--- src/rtl/wb_write_buffer.sv ---
// Register-file write-port arbiter: pipeline write-backs win, multiply/divide results wait in a FIFO.
// Define WB_HAZARD_EN to build the per-entry RAW hazard compare; otherwise hazard1/hazard2 read 0.
module wb_write_buffer #(
    parameter int DEPTH = 4
) (
    input  logic                     clk,
    input  logic                     rst,
    input  logic                     wbEn,
    input  logic [4:0]               wbDest,
    input  logic [31:0]              wbVal,
    input  logic                     mdValid,
    input  logic [4:0]               mdDest,
    input  logic [31:0]              mdVal,
    output logic                     mdReady,
    input  logic [4:0]               src1,
    input  logic [4:0]               src2,
    output logic                     hazard1,
    output logic                     hazard2,
    output logic [4:0]               dest,
    output logic [31:0]              writeVal,
    output logic                     writeEn,
    output logic [$clog2(DEPTH):0]   count
);
    localparam int PW = $clog2(DEPTH);
    localparam int CW = PW + 1;

    logic [DEPTH-1:0] valid_reg;
    logic [DEPTH-1:0] valid_next;
    logic [4:0]       ent_dest_reg [DEPTH];
    logic [31:0]      ent_val_reg  [DEPTH];
    logic [PW-1:0]    rd_ptr_reg;
    logic [PW-1:0]    wr_ptr_reg;
    logic [CW-1:0]    count_reg;
    logic [CW-1:0]    count_next;
    logic [4:0]       dest_reg;
    logic [31:0]      wval_reg;
    logic             we_reg;

    logic wb_commit;
    logic push;
    logic pop;
    logic head_valid;

    assign mdReady    = !rst && (count_reg < CW'(DEPTH));
    assign wb_commit  = wbEn && (wbDest != 5'd0);
    // r0 results complete the handshake but never occupy a slot
    assign push       = mdValid && mdReady && (mdDest != 5'd0);
    assign pop        = !wb_commit && (count_reg != '0);
    assign head_valid = valid_reg[rd_ptr_reg];
    assign count_next = count_reg + CW'(push) - CW'(pop);

    // Squash only hits entries already present; the slot being filled this edge stays valid.
    generate
        for (genvar gi = 0; gi < DEPTH; gi++) begin : g_valid
            assign valid_next[gi] = (push && (wr_ptr_reg == PW'(gi))) ||
                                    (valid_reg[gi] &&
                                     !(wb_commit && (ent_dest_reg[gi] == wbDest)) &&
                                     !(pop && (rd_ptr_reg == PW'(gi))));
        end
    endgenerate

    always_ff @(posedge clk) begin
        if (rst) begin
            valid_reg  <= '0;
            rd_ptr_reg <= '0;
            wr_ptr_reg <= '0;
            count_reg  <= '0;
            dest_reg   <= 5'd0;
            wval_reg   <= 32'd0;
            we_reg     <= 1'b0;
        end else begin
            valid_reg <= valid_next;
            count_reg <= count_next;
            if (push) wr_ptr_reg <= wr_ptr_reg + PW'(1);
            if (pop)  rd_ptr_reg <= rd_ptr_reg + PW'(1);
            if (wb_commit) begin
                dest_reg <= wbDest;
                wval_reg <= wbVal;
                we_reg   <= 1'b1;
            end else if (pop && head_valid) begin
                dest_reg <= ent_dest_reg[rd_ptr_reg];
                wval_reg <= ent_val_reg[rd_ptr_reg];
                we_reg   <= 1'b1;
            end else begin
                // squashed pop or idle: dest/writeVal keep their last values
                we_reg <= 1'b0;
            end
        end
    end

    // Payload storage needs no reset; the valid bits gate every use.
    always_ff @(posedge clk) begin
        if (push) begin
            ent_dest_reg[wr_ptr_reg] <= mdDest;
            ent_val_reg[wr_ptr_reg]  <= mdVal;
        end
    end

`ifdef WB_HAZARD_EN
    logic [DEPTH-1:0] hit1;
    logic [DEPTH-1:0] hit2;

    generate
        for (genvar gi = 0; gi < DEPTH; gi++) begin : g_hazard
            assign hit1[gi] = valid_reg[gi] && (ent_dest_reg[gi] == src1);
            assign hit2[gi] = valid_reg[gi] && (ent_dest_reg[gi] == src2);
        end
    endgenerate

    assign hazard1 = (src1 != 5'd0) && (|hit1);
    assign hazard2 = (src2 != 5'd0) && (|hit2);
`else
    logic unused_src;

    assign unused_src = ^{src1, src2};
    assign hazard1    = 1'b0;
    assign hazard2    = 1'b0;
`endif

    assign dest     = dest_reg;
    assign writeVal = wval_reg;
    assign writeEn  = we_reg;
    assign count    = count_reg;

endmodule

--- config.mk ---
export PLATFORM = sky130hd
export DESIGN_NAME = wb_write_buffer
export DESIGN_NICKNAME = d
export VERILOG_FILES = /design/src/rtl/wb_write_buffer.sv
export SDC_FILE = /design/constraint.sdc
export NUM_CORES = 1
export LEC_CHECK = 0
export CORE_ASPECT_RATIO = 0.6
export CORE_MARGIN = 4
export CORE_UTILIZATION = 30
export CTS_CLUSTER_DIAMETER = 150
export DETAILED_ROUTE_END_ITERATION = 6
export DONT_BUFFER_PORTS = 1
export GPL_TIMING_DRIVEN = 0
export MAX_ROUTING_LAYER = met4
export PLACE_DENSITY = 0.52
export SYNTH_ARGS = -nofsm -noshare
export SYNTH_HDL_FRONTEND = slang
export SYNTH_SLANG_ARGS = --single-unit
--- constraint.sdc ---
create_clock -name clk -period 3 [get_ports clk]
set_input_delay 0.6 -clock clk [delete_from_list [all_inputs] [get_ports clk]]
set_output_delay 0.6 -clock clk [all_outputs]
set_load 0.01 [all_outputs]
======== Yosys cells after proc, flatten, opt, wreduce, memory -nomap -nowiden ========
Memory sizes are Yosys's and may differ from the RTL's. A register that Yosys moved wholly into a read port is not among the register bits.
Index checks and enable logic that the tools add are counted.
operators by class
  div/mod/pow operators ................... 0
  multiply operators ...................... 0
  $lt $le $gt $ge ......................... 2
  bitwise operators ....................... 0
  shift operators ......................... 0
  eq/ne operators ......................... 10
  mux-type cells .......................... 14
  $add $sub $neg .......................... 4
  reductions and logical operators ........ 46
operators by type and width
  kind                 number
  $mux 32              2
  $logic_and 1x1->1    26
  $eq 5x5->1           4
  $logic_not 1->1      10
  $mux 5               2
  $reduce_bool 5->1    2
  $eq 2x2->1 const B   4
  $mux 2               4
  $mux 1               5
  $add 2x1->2 const B  2
  $eq 2x1->1 const B   2
  $logic_not 2->1      2
  $logic_or 1x1->1     4
  $add 3x1->3          1
  $lt 2x3->1 const B   1
  $lt 3x3->1 const B   1
  $reduce_bool 3->1    1
  $sub 3x1->3          1
  $bmux 1 s2           1
  $reduce_bool 2->1    1
storage, ports and cells
  output and inout port bits .............. 44
  memory bits (writable) .................. 148
  bits in read-only memories .............. 0
  bits in registers ....................... 49
  bits in latches ......................... 0
  word-level logic and storage cells ...... 85
  memories kept ........................... 2
  input bits .............................. 88
memories
  memory        words  width  read ports  clocked after memory_dff  wr ports  line  text
  ent_val_reg   4      32     1           1                         1         30    logic [31:0] ent_val_reg [DEPTH];
  ent_dest_reg  4      5      5           1                         1         29    logic [4:0] ent_dest_reg [DEPTH];

======== Logic depth before layout (Yosys ltp) ========
Gate-level depths: netlist (run 1).
  word-level depth ........................ 8
  gate-level depth with buffers ........... 12
  gate-level depth less buffers ........... 11

======== Worst setup path after synthesis (run 1) ========
Ideal clock, no wire load.
  path kind ............................... input port to flip-flop
  start point ............................. input wbDest[0]
  end point ............................... register count_reg[2], in the netlist count[2]
  library setup time ...................... 0.129 ns
  required time ........................... 2.871 ns
  buffers on the path ..................... 1
  stages on the path ...................... 12
  path slack .............................. 0.280 ns
  arrival time ............................ 2.591 ns
  cells stage by stage .................... clkbuf_1 -> o31ai_1 -> nand3_1 -> clkinv_1 -> ha_1 -> inv_1 -> ha_1 -> inv_1 -> fa_1 -> xor2_1 -> xnor2_1 -> nor2_1
on the way
  word-level cells in the longest chain between the ends .. 5
RTL lines
  item                  line  text
  from (decl)           9     input logic [4:0] wbDest,
  $reduce_bool 5->1     45    assign wb_commit = wbEn && (wbDest != 5'd0);
  $logic_and 1x1->1     45
  $logic_not 1->1       48    assign pop = !wb_commit && (count_reg != '0);
  $logic_and 1x1->1     48
  named net pop         41    logic pop;
  $sub 3x1->3           50    assign count_next = count_reg + CW'(push) - CW'(pop);
  to (signal assigned)  73    count_reg <= count_next;
  to (decl)             33    logic [CW-1:0] count_reg;
The timed path passes the listed nets, and every way through them passes these cells.
A chain may end at the register's enable or synchronous reset.

======== Worst setup path in the final report (run 1) ========
  start point ............................. register count_reg[1], in the netlist count[1]
  end point ............................... register count_reg[2], in the netlist count[2]
on the way
  elaborated cells on any way between the ends .. 8
  those cells by class .................... add/sub: 2; order compare: 1; reduce/logical: 5
RTL lines
  item               line
  $reduce_bool 3->1  48
  $logic_and 1x1->1  48
  named net pop      41
  $sub 3x1->3        50
The timed path passes the listed nets, and every way through them passes these cells.

==> impl_metrics.ini, run 1 <==
[finish]
post-route-util_pct = 34.78
largest_register_ffs = 128
drive_gt1_share_pct = 26.21
syn_to_final_growth_pct = 14.21
fillers = 2539
n_antenna_cell = 0
nets = 601
design_area_um2 = 9169

[cts]
cts_setup_buffers = 0
clkTransAtPathRegs_ns = 0.08
cts.sinks = 199
cts_inserted_buffers = 17
hold_buffers = 0
tritoncts = built
cts_buffer_depth = 2
cts_resized = 0
cts_root_buf = clkbuf_16
htree_levels = 4
insertion_delay_ns = 0.44

[floorplanning]
die_x_um = 219.2
dieArea_um2 = 29530
ios = 132
die_height_um = 134.7
num_rows = 46
core_region_area_um2 = 26360
start_util_pct = 30.45

[sta]
maxSlewViolCount = 0
rsz0062_at_grt = false
min_period_ns = 2.700
fmax_ghz = 0.3703
setup_viol = 0
fin_skew_ns = 0.01225
slew_headroom_pct = 51.60
tightest_slew_ns = 0.7260
finalHoldViolCount = 0
min_period_over_period_pct = 90.01

[detailed_routing]
viasPerCell = 4.944
drt_iter0_drc = 298
routed_wl_um = 19790
ant_nets = 0
drt_pass1_iterations = 6
wl_per_cell_um = 22.61
dr_total_vias = 4326
drcViolationCount = 0

[worst_setup_path]
worstReg2RegStart = count[1]
cp-start-kind = register
cp.required_ns = 3.31
crit_fanout = 8
crit_start = count[1]
path_class = reg -> reg
end_kind = register
arrival_ns = 3.01

[global_routing]
grt_max_degree = 24
antenna_found_initial = 0
overflow = 0
grt_pass1_vias = 4629
grt_pass1_wl_um = 29550
gr-usage-all-layers_pct = 14.38

[yosys]
ys.flop_type = edfxtp_1
synth-seq-cells = 199
avgSynthCellArea_um2 = 16.79
synth_cells = 478
ys_warn_count = 0
ys_types = 37
synth_edf_count = 148
seq_area_frac_synth_pct = 68.08
ys_async_sr_fraction_pct = 0
netlist_area_um2 = 8028

[worst_hold_path]
hp-start = mdVal[25]
hp-class = in -> reg

[place]
place.gp.congestion = 0.7718
place_area_um2 = 8567
portBuffers = 0
dp_hpwl_um = 13970

[power]
pwr_density_cell_nw_per_um2 = 742.4
p_leak_nw = 2.937
vdd_ir_drop_max_uv = 443.3

[run]
cap_violations = 0

[outcome]
status = complete, no violations
[through the flow]
| step | power, mW | TNS (ns) | instances | hold slack, ns | worst slack, ns |
|---|---|---|---|---|---|
| after floorplan | 4.231 | 0 | 479 | 0.4716 | 0.2804 |
| after global placement | 4.538 | -106.00 | 839 | 0.4819 | -0.7227 |
| after detailed placement | 4.580 | -0.1377 | 843 | 0.4969 | -0.1377 |
| after CTS | 6.921 | 0 | 875 | 0.2158 | 0.2855 |
| after global routing | 7.153 | 0 | 875 | 0.2116 | 0.06317 |
| final | 6.807 | 0 | 875 | 0.2452 | 0.2998 |
[path summary, 6_finish.rpt]
kind	endpoint	depth (start not counted)	slack, ns
setup reg to reg	count[2]	11	0.30
setup / recovery	count[2]	11	0.30
hold / removal	ent_val_reg[2][25]	0	0.25
hold reg to reg	valid_reg[3]	1	0.52
[critical path, cell delays in order (launching register included)]
cell and delay [ns]:
dfxtp_1 0.39, or3_1 0.45, nand3_1 0.14, clkinv_1 0.26, ha_1 0.36, inv_1 0.05
ha_1 0.12, inv_1 0.04, fa_1 0.37, xor2_1 0.16, xnor2_1 0.14, nor2_1 0.06
[routing by layer]
metal  up-vias  part of all wire, %  global-route usage [%]
li1       1919                    -                       -
met1      2254                   44                   19.29
met2       138                   45                   20.42
met3        15                   10                   5.937
met4         0                  1.2                   3.437
met5         -                    0                       -
[power by group]
part	internal, mW	total [mW]	switching, mW
sequential	3.16	3.33	0.173
combinational	0.507	1.15	0.645
clock	1.20	2.33	1.13
total	4.86	6.81	1.94
[final cells by class]
cell class                      instances  area [um2]  area share [%]
Buffer                                 35       212.7           2.320
Clock buffer                           17       425.4           4.640
Clock inverter                         15       176.4           1.924
Inverter                                9       33.78          0.3684
Multi-Input combinational cell        236        2325           25.35
Sequential cell                       199        5465           59.61
Tap cell                              360       450.4           4.913
Timing Repair Buffer                    4       80.08          0.8734
[cell usage in the layout (no fill, tap or decap), types with 3 or more instances in the layout]
| cell | Yosys | routed |
|---|---|---|
| edfxtp_1 | 148 | 148 |
| dfxtp_1 | 51 | 51 |
| nor2_1 | 43 | 43 |
| mux4_2 | 38 | 38 |
| o221ai_1 | 32 | 32 |
| nor3_2 | 30 | 30 |
| clkbuf_16 | 0 | 17 |
| nand2_1 | 16 | 16 |
| xor2_1 | 13 | 13 |
| clkbuf_1 | 12 | 12 |
| buf_2 | 11 | 11 |
| xnor2_1 | 11 | 11 |
| ha_1 | 10 | 10 |
| inv_1 | 7 | 7 |
| buf_6 | 6 | 6 |
| buf_4 | 6 | 6 |
| nor3_1 | 6 | 6 |
| nand4_1 | 5 | 5 |
| inv_8 | 0 | 5 |
| inv_6 | 0 | 5 |
| and2_2 | 0 | 4 |
| a41o_1 | 4 | 4 |
| buf_12 | 0 | 4 |
| nand3_1 | 3 | 3 |
[cell usage after synthesis (2+ instances only)]
library cell	instances	share of area, %
a311oi_1	2	0.22
clkinv_1	2	0.094
nand4_1	5	0.39
nand3_1	3	0.19
dfxtp_1	51	13
nor2_1	43	2.0
nor3_2	30	3.7
ha_1	10	1.6
xor2_1	13	1.4
o221ai_1	32	3.5
a311oi_2	2	0.37
a41o_1	4	0.50
nor3_1	6	0.37
a21oi_1	2	0.12
mux4_2	38	11
xnor2_1	11	1.2
buf_4	6	0.56
buf_2	11	0.69
nand2_1	16	0.75
and2_1	5	0.39
buf_6	6	0.84
inv_1	7	0.33
edfxtp_1	148	55
clkbuf_1	12	0.56
[kinds of logic (layout without fill, tap and decap cells)]
logic type,Yosys count,in the layout,synth area share (%)
buf+inv,44,80,3.070
mux,39,39,10.79
flops,199,199,68.08
compound gates,48,48,5.362
fa+ha+maj,11,11,1.808
xor+xnor,24,24,2.618
simple gates,112,112,8.230
other cells,1,2,0.04671
(Power assumes the default switching activity.)
==> run 2: changes to the inputs <==
- CORE_ASPECT_RATIO: 0.6 -> 1.5
- CTS_CLUSTER_DIAMETER: 150 -> 40
==> run 2 against run 1 <==
  * Clock-buffer cell count up 2
  * Via count fell by 1.7%
  * Total power is 2.3% lower
  * Global-route usage fell by 0.39 points
  * Register-to-register slack worse by 0.07 ns
  * Maximum frequency decreased by 2.7%
  * Critical path type unchanged
  * Clock skew fell by 0.0014 ns
  * Critical path depth is the same
  * Cell area is 0.86% lower
  * Final cell count decreased by 2.6%
==> impl_metrics.ini, run 2 (synthesis results as in run 1) <==
[outcome]
status = complete, no violations

[finish]
syn_to_final_growth_pct = 13.23
fin_cells = 852
post-route-util_pct = 34.32
multi_input_area_um2 = 2325
nets = 601
mostFrequentLayoutCells = edfxtp_1 (148), dfxtp_1 (51), nor2_1 (43)
fillers = 2536
layout_commonest_cell = edfxtp_1
seqCellArea_um2 = 5465
n_antenna_cell = 0
drive_gt1_share_pct = 25.44
largest_register_ffs = 128

[run]
cap_violations = 0

[cts]
cts_resized = 0
cts_root_buf = clkbuf_16
tritoncts = built
cts_setup_buffers = 0
insertion_delay_ns = 0.45
cts_buffer_depth = 2
htree_levels = 4
cts_inserted_buffers = 17
clkTransAtPathRegs_ns = 0.08
cts.sinks = 199
hold_buffers = 0

[floorplanning]
ios = 132
dieArea_um2 = 29490
die_height_um = 208.3
core_region_area_um2 = 26490
start_util_pct = 30.31
die_x_um = 141.6
num_rows = 73

[detailed_routing]
drt_iter0_drc = 232
wl_per_cell_um = 22.63
ant_nets = 0
routed_wl_um = 19280
drcViolationCount = 0
dr_total_vias = 4251
viasPerCell = 4.989
drt_pass1_iterations = 4

[place]
dp_hpwl_um = 13330
dpl_worst_slack_ns = -0.1124
dp.cells = 820
place.gp.congestion = 0.7836
portBuffers = 0

[worst_setup_path]
arrival_ns = 3.09
end_kind = register
path_class = reg -> reg
cp.required_ns = 3.32
crit_fanout = 8
cp-start-kind = register
r2r_cells = 11

[power]
p_leak_nw = 2.903
power_mw = 6.649
pwr_density_cell_nw_per_um2 = 731.5
vdd_ir_drop_max_uv = 378.3

[worst_hold_path]
hp-class = in -> reg
worstHoldPathCells = 0

[sta]
min_period_over_period_pct = 92.47
setup_ws_ns = 0.2260
min_period_ns = 2.774
maxSlewViolCount = 0
tightest_slew_ns = 0.8158
fmax_ghz = 0.3605
fin_skew_ns = 0.01088
slew_headroom_pct = 45.61
holdWs_ns = 0.2422
finalHoldViolCount = 0
setup_viol = 0
rsz0062_at_grt = false

[global_routing]
grt_pass1_vias = 4590
overflow = 0
grt_pass1_wl_um = 29120
grt_max_degree = 30
antenna_found_initial = 0
gr-usage-all-layers_pct = 13.99
run 2: cell types whose count changed in the layout (fill, tap and decap cells not counted):
cell	change
inv_6	-1
inv_8	-5
clkinv_4	+2
clkinvlp_4	+2
clkinv_8	-2
clkbuf_1	+2
clkinv_1	+2
run 2: power breakdown:
| part | total, mW | internal [mW] | switching [mW] |
|---|---|---|---|
| Sequential | 3.33 | 3.16 | 0.173 |
| Clock | 2.17 | 1.15 | 1.02 |
| Combinational | 1.15 | 0.507 | 0.640 |
| Total | 6.65 | 4.81 | 1.83 |
run 2: area by class of cell:
| class | instances | area share, % |
|---|---|---|
| plain buffers | 35 | 2.340 |
| clock buffers | 19 | 4.763 |
| clock inverters | 13 | 1.308 |
| inverters | 9 | 0.3716 |
| multi-input cells | 236 | 25.57 |
| flip-flops and latches | 199 | 60.12 |
| well taps | 337 | 4.639 |
| repair buffers | 4 | 0.8809 |
run 2: critical path: stages, from the launching register on:
cell and delay [ns]:
dfxtp_1 0.38, or3_1 0.48, nand3_1 0.14, clkinv_1 0.26, ha_1 0.36, inv_1 0.05, ha_1 0.13, inv_1 0.05
fa_1 0.38, xor2_1 0.20, xnor2_1 0.15, nor2_1 0.06
run 2: final timing paths:
path / startpoint / endpoint / slack [ns]
max: count[2] / count[2] / 0.23
min: mdVal[31] / ent_val_reg[2][31] / 0.24
max reg2reg: count[2] / count[2] / 0.23
min reg2reg: valid_reg[2] / valid_reg[2] / 0.50
run 2: metal layers:
layer | track usage (%) | part of all wire [%] | vias to the layer above
met5 | - | 0 | -
met4 | 6.623 | 2.6 | 0
met3 | 4.645 | 7.3 | 29
met2 | 24.43 | 56 | 128
met1 | 13.86 | 34 | 2180
li1 | - | - | 1914
run 2: through the flow:
step                setup TNS [ns]  cell area, um2
floorplan                        0            8031
global placement            -99.20            8453
detailed placement         -0.1124            8538
CTS                              0            9090
global route                     0            9090
finish                           0            9090
